--- config.mk ---
export PLATFORM = sky130hd
export DESIGN_NAME = alu_issuer
export DESIGN_NICKNAME = d
export VERILOG_FILES = /design/src/rtl/alu_issuer.sv
export SDC_FILE = /design/constraint.sdc
export NUM_CORES = 1
export LEC_CHECK = 0
export CORE_AREA = 2 2 116 146
export CTS_CLUSTER_DIAMETER = 150
export DETAILED_ROUTE_END_ITERATION = 6
export DIE_AREA = 0 0 118 148
export GPL_ROUTABILITY_DRIVEN = 0
export PLACE_DENSITY = 0.84
export SLEW_MARGIN = 20
export SYNTH_ARGS = -nofsm -noshare
export SYNTH_HDL_FRONTEND = slang
export SYNTH_SLANG_ARGS = --single-unit
--- constraint.sdc ---
create_clock -name clk -period 5.65 [get_ports clk]
set_input_delay 0.565 -clock clk [delete_from_list [all_inputs] [get_ports clk]]
set_output_delay 0.565 -clock clk [all_outputs]
set_load 0.05 [all_outputs]
--- src/rtl/alu_issuer.sv ---
// Command-side driver for a registered ALU: accepts one command at a time,
// pulses the ALU enable for one cycle, and queues results in a small FIFO.
// Optional build macro ALU_ISSUER_CHECK_EN adds a result checker driving err.
module alu_issuer #(
    parameter int WIDTH = 32,
    parameter int DEPTH = 4
) (
    input  logic                     clk,
    input  logic                     reset,
    input  logic                     cmd_valid,
    output logic                     cmd_ready,
    input  logic [WIDTH-1:0]         cmd_a,
    input  logic [WIDTH-1:0]         cmd_b,
    input  logic [1:0]               cmd_op,
    output logic [WIDTH-1:0]         alu_a,
    output logic [WIDTH-1:0]         alu_b,
    output logic [1:0]               alu_op,
    output logic                     alu_en,
    input  logic [WIDTH-1:0]         alu_c,
    output logic                     res_valid,
    input  logic                     res_ready,
    output logic [WIDTH-1:0]         res_data,
    output logic [$clog2(DEPTH):0]   res_count,
    output logic                     err
);

    localparam int PW = $clog2(DEPTH);
    localparam int CW = PW + 1;
    localparam logic [CW-1:0] DEPTH_C = CW'(DEPTH);

    typedef enum logic [1:0] {
        IDLE  = 2'd0,
        ISSUE = 2'd1,
        WAIT  = 2'd2
    } state_t;

    state_t            state_r;
    state_t            state_s;
    logic [WIDTH-1:0]  alu_a_r;
    logic [WIDTH-1:0]  alu_b_r;
    logic [1:0]        alu_op_r;
    logic              alu_en_r;
    logic              cmd_ready_r;
    logic              res_valid_r;
    logic [WIDTH-1:0]  mem_r [DEPTH];
    logic [PW-1:0]     wr_ptr_r;
    logic [PW-1:0]     rd_ptr_r;
    logic [CW-1:0]     count_r;
    logic [CW-1:0]     count_s;
    logic              accept_s;
    logic              push_s;
    logic              pop_s;

    // Handshake and FIFO strobes decoded from registered state.
    always_comb begin
        accept_s = (state_r == IDLE) && cmd_valid && cmd_ready_r;
        push_s   = (state_r == WAIT);
        pop_s    = res_valid_r && res_ready;
    end

    // Next-state logic for the issue sequencer.
    always_comb begin
        state_s = state_r;
        case (state_r)
            IDLE: begin
                if (accept_s) begin
                    state_s = ISSUE;
                end else begin
                    state_s = IDLE;
                end
            end
            ISSUE:   state_s = WAIT;
            WAIT:    state_s = IDLE;
            default: state_s = IDLE;
        endcase
    end

    // Next FIFO occupancy; push and pop together leave it unchanged.
    always_comb begin
        count_s = count_r;
        case ({push_s, pop_s})
            2'b10:   count_s = count_r + CW'(1);
            2'b01:   count_s = count_r - CW'(1);
            default: count_s = count_r;
        endcase
    end

    // State, operand latches, FIFO storage and registered status outputs.
    always_ff @(posedge clk) begin
        if (reset) begin
            state_r     <= IDLE;
            alu_a_r     <= {WIDTH{1'b0}};
            alu_b_r     <= {WIDTH{1'b0}};
            alu_op_r    <= 2'd0;
            alu_en_r    <= 1'b0;
            cmd_ready_r <= 1'b1;
            res_valid_r <= 1'b0;
            wr_ptr_r    <= {PW{1'b0}};
            rd_ptr_r    <= {PW{1'b0}};
            count_r     <= {CW{1'b0}};
            for (int i = 0; i < DEPTH; i++) begin
                mem_r[i] <= {WIDTH{1'b0}};
            end
        end else begin
            state_r <= state_s;
            if (accept_s) begin
                alu_a_r  <= cmd_a;
                alu_b_r  <= cmd_b;
                alu_op_r <= cmd_op;
            end
            if (push_s) begin
                mem_r[wr_ptr_r] <= alu_c;
                wr_ptr_r        <= wr_ptr_r + PW'(1);
            end
            if (pop_s) begin
                rd_ptr_r <= rd_ptr_r + PW'(1);
            end
            count_r     <= count_s;
            // Status flags are computed from next values so they stay registered.
            alu_en_r    <= (state_s == ISSUE);
            cmd_ready_r <= (state_s == IDLE) && (count_s < DEPTH_C);
            res_valid_r <= (count_s != {CW{1'b0}});
        end
    end

`ifdef ALU_ISSUER_CHECK_EN
    logic err_r;

    function automatic logic [WIDTH-1:0] alu_model(
        input logic [WIDTH-1:0] a,
        input logic [WIDTH-1:0] b,
        input logic [1:0]       op
    );
        logic [WIDTH-1:0] r;
        case (op)
            2'd0:    r = a + b;
            2'd1:    r = a - b;
            2'd2:    r = a & b;
            2'd3:    r = a | b;
            default: r = {WIDTH{1'b0}};
        endcase
        return r;
    endfunction

    // Sticky mismatch flag, evaluated when the result is captured.
    always_ff @(posedge clk) begin
        if (reset) begin
            err_r <= 1'b0;
        end else if (push_s && (alu_c != alu_model(alu_a_r, alu_b_r, alu_op_r))) begin
            err_r <= 1'b1;
        end else begin
            err_r <= err_r;
        end
    end

    assign err = err_r;
`else
    assign err = 1'b0;
`endif

    assign alu_a     = alu_a_r;
    assign alu_b     = alu_b_r;
    assign alu_op    = alu_op_r;
    assign alu_en    = alu_en_r;
    assign cmd_ready = cmd_ready_r;
    assign res_valid = res_valid_r;
    assign res_data  = mem_r[rd_ptr_r];
    assign res_count = count_r;

endmodule

==> results summary <==
The top-area cell type share of the netlist area came out at 45.8%. At the worst endpoint, the required time is 5.09 ns. After the last flow step, the layout net total stands at 950.

The clock latency at the later pin of the worst-skew pair came out at 0.49 ns. The critical path endpoint category is a primary output. The mean post-synth cell area came out at 12.8 um2.

The most used flip-flop cell after synthesis is sky130_fd_sc_hd__edfxtp_1. The fraction of layout cells with a size suffix above 1 is 9.19%. The number of pins exceeding their max-slew limit in the final report is 0.

The delay contributed by the slowest stage of the critical path is 0.73 ns. The first detailed-routing pass took 4 iterations. The area fraction in compound gates after synthesis came out at 4.39%. The cell area that synthesis handed to floorplanning was 8390 um2.

The total inserted antenna cells is 0. The total wire length came out at 19.1 mm. By area, the combinational part of the netlist is dominated by simple AND/OR/NAND/NOR gates. The critical path in this run is classified as reg2out. The logic depth of the worst path, buffers included came out at 3. The total negative setup slack came out at 0 ns. The number of cells produced by synthesis is 657.

The count of cells along the worst register-to-register path came out at 4. In this run the critical register-to-register path is captured at mem_r[0][31]. The total buffers and inverters traversed by the critical path is 2. After synthesis, the cell types taking the most area are sky130_fd_sc_hd__edfxtp_1 (46%), sky130_fd_sc_hd__dfxtp_1 (19%), sky130_fd_sc_hd__and2_1 (9.6%), sky130_fd_sc_hd__mux4_2 (8.6%), sky130_fd_sc_hd__nand2_1 (6.0%). The maximum level of the CTS H-tree is 1.

The number of antenna violations at the first check in global routing came out at 0. The minimum clock period after layout came out at 3.25 ns. The number of global-route vias before repair is 5860. Across all register-to-register paths, the minimum setup slack is 3.29 ns. 207 I/O pins were placed. Following the worst setup path forward leads to its endpoint at res_data[24]. The vertical extent of the die is 148 um. The post-CTS setup-driven buffer insertion count is 0. The multiplexer share of the synthesized area came out at 8.59%. The maximum number of pins on one net before global-route repair came out at 69. The worst setup path is launched from a register. For this run, the total global-route usage over all layers was measured as 21.9%. The clock tree from TritonCTS is built. The total of cells resized after clock tree synthesis is 0. Grouping stages by cell kind, the critical path spends the most delay in buffers and inverters. The worst-case vdd ir drop is 0.278 mV.

The Yosys step of the flow raised 0 warnings. The number of failing setup endpoints in the final timing report is 0. The final antenna-violating net count came out at 0.

The share of the clock period used by the worst path is 57.5%. The slew at the pin closest to its max-slew limit came out at 1.10 ns. The startpoint identified for the worst register-to-register timing path is state_r[1]. The DRC violation total after the first TritonRoute iteration came out at 314. Using the TritonRoute via totals, the vias-per-cell ratio works out to 5.12. The power per unit of standard cell area came out at 359 nW/um2. The first global-routing pass estimated 30.1 mm of wire. In this run the worst hold path is classified as reg2reg. The library cells used most frequently in the layout, excluding fill and tap cells, are sky130_fd_sc_hd__clkdlybuf4s50_1 (204), sky130_fd_sc_hd__nand2_1 (133), sky130_fd_sc_hd__and2_1 (129).

The area enclosed by the die boundary is 17500 um2. The sequential fraction of the synthesis area came out at 64.9%. The number of buffers created by CTS came out at 21. The initial core utilization came out at 52.2%. The share of synthesized cell area in full adder, half adder and majority cells came out at 0.388%.

The signal on the critical path passes through buf_4, mux4_2, clkdlybuf4s50_1. The tool flagged a number of max-cap violations equal to 0. The number of nets produced by synthesis is 761. The async set-reset flop share out of synthesis came out at 0%. The area inside the core boundary came out at 16100 um2. The initialized floorplan defines 52 standard-cell rows. For this design the static power due to leakage is 4.01 nW. The netlist uses 36 different library cells. Of the total synthesized cell area, the portion taken by XOR and XNOR cells is 0.627%. The estimated wirelength of the detail-placed design is 12.1 mm. The worst clock skew is 0.00802 ns. The clock slew at the register clock pins of the worst setup and hold paths is 0.06 ns. Setup repair after global routing left no endpoint under its margin. The number of fill cells in the layout came out at 1086. The horizontal die dimension is 118 um. Clock tree synthesis found a total of 208 sinks. At the end of the flow the core is filled with cells to 69.6%. The total congestion overflow after global routing came out at 0.

The flow ran to the end, and the final reports show no timing, DRC or antenna violations. In this run, post-CTS hold repair placed 0 buffers. sky130_fd_sc_hd__edfxtp_1 takes more of the synthesized area than any other cell. The quantity of I/O buffers inserted on ports is 205. The number of buffers on the longest clock path is 3. At the worst endpoint, the arrival time is 2.68 ns. The via count came out at 5505. Derived from the worst setup path, the maximum achievable clock frequency is 0.308 GHz. The relative slew slack is 26.5%. The number of synthesized flops with an enable pin is 128.

The maximum fanout along the worst path is 32. Clock tree synthesis selected as its root buffer the cell sky130_fd_sc_hd__clkbuf_16. The final-report hold violation count came out at 0. The post-synthesis to final-layout area growth is 33.3%.

The number of synthesized register bits is 208. The final routed DRC violation total came out at 0. For this design, the slowest cell found on the critical path is sky130_fd_sc_hd__clkdlybuf4s50_1. The most common library cell in the layout ignoring fill and taps is sky130_fd_sc_hd__clkdlybuf4s50_1.

The simple-gate share of the synthesized area is 17.8%. After detailed routing, the average wire length per cell comes to 17.8 um.
==> cells by family after synthesis <==
group                    Yosys count
AND/OR/NAND/NOR                  287
adder cells (fa/ha/maj)            2
AO/OA/AOI/OAI                     71
buffers and inverters             50
other                              1
flip-flops                       208
XOR/XNOR                           6
multiplexers                      32
==> stage by stage <==
| stage | cells | hold slack (ns) | instance area [um2] | setup WS, ns | power (W) |
|---|---|---|---|---|---|
| floorplan | 657 | 0.482 | 8390 | 3.12 | 0.00243 |
| global placement | 1038 | 0.440 | 10500 | 2.71 | 0.00276 |
| detailed placement | 1038 | 0.445 | 10500 | 2.69 | 0.00278 |
| CTS | 1075 | 0.454 | 11200 | 2.33 | 0.00404 |
| global route | 1076 | 0.469 | 11200 | 2.27 | 0.00416 |
| finish | 1076 | 0.453 | 11200 | 2.40 | 0.00401 |
==> worst min-delay path by stage <==
stage,from,slack [ns],to,depth (start not counted)
3_3_place_gp,alu_b[10],0.44,alu_b[10],2
6_report,alu_b[6],0.45,alu_b[6],2
4_1_cts,alu_a[14],0.45,alu_a[14],2
3_5_place_dp,alu_a[14],0.45,alu_a[14],2
2_1_floorplan,state_r[1],0.48,state_r[1],1
5_1_grt,alu_b[26],0.47,alu_b[26],2
==> power by group <==
| group | total [W] | switching (W) | leakage (nW) | internal (W) |
|---|---|---|---|---|
| Sequential | 0.00177 | 0.0000542 | 1.98 | 0.00171 |
| Clock | 0.00128 | 0.000545 | 0.298 | 0.000731 |
| Combinational | 0.000970 | 0.000608 | 1.73 | 0.000362 |
==> Yosys cell counts, types with 2 or more instances <==
cell type,number
sky130_fd_sc_hd__xor2_1,4
sky130_fd_sc_hd__dfxtp_1,80
sky130_fd_sc_hd__a31o_2,2
sky130_fd_sc_hd__xnor2_1,2
sky130_fd_sc_hd__buf_4,4
sky130_fd_sc_hd__mux4_2,32
sky130_fd_sc_hd__and2_1,129
sky130_fd_sc_hd__inv_1,5
sky130_fd_sc_hd__buf_6,6
sky130_fd_sc_hd__clkbuf_2,4
sky130_fd_sc_hd__buf_2,11
sky130_fd_sc_hd__nand2_1,133
sky130_fd_sc_hd__nand4bb_1,2
sky130_fd_sc_hd__clkbuf_1,17
sky130_fd_sc_hd__edfxtp_1,128
sky130_fd_sc_hd__a21oi_1,66
sky130_fd_sc_hd__nor3_4,2
sky130_fd_sc_hd__nor2b_1,3
sky130_fd_sc_hd__buf_1,3
sky130_fd_sc_hd__nor2_1,8
==> state kept, by name (all words and copies together), names as in the netlist, named ones only <==
signal     count
mem_r        128
alu_a         32
alu_b         32
res_count      3
alu_op         2
rd_ptr_r       2
state_r        2
wr_ptr_r       2
alu_en         1
cmd_ready      1
res_valid      1
==> routing by layer <==
metal	routed length [um]	track usage, %
met1	6990	24.5
met3	1760	7.68
met2	10100	40.3
met4	327	4.76
met5	0	0
==> worst min-delay path, cell delays in order (launching register included) <==
cell,delay (ns)
sky130_fd_sc_hd__dfxtp_1,0.31
sky130_fd_sc_hd__nand2_1,0.05
sky130_fd_sc_hd__a21oi_1,0.05
==> final cells by class <==
cell class	count	area (um2)	share of cell area (%)
Tap cell	216	270	2.42
Clock buffer	28	552	4.94
Timing Repair Buffer	211	2110	18.9
Inverter	5	18.8	0.168
Clock inverter	9	70.1	0.627
Sequential cell	208	5450	48.7
Multi-Input combinational cell	399	2710	24.2
(Power assumes the default switching activity.)
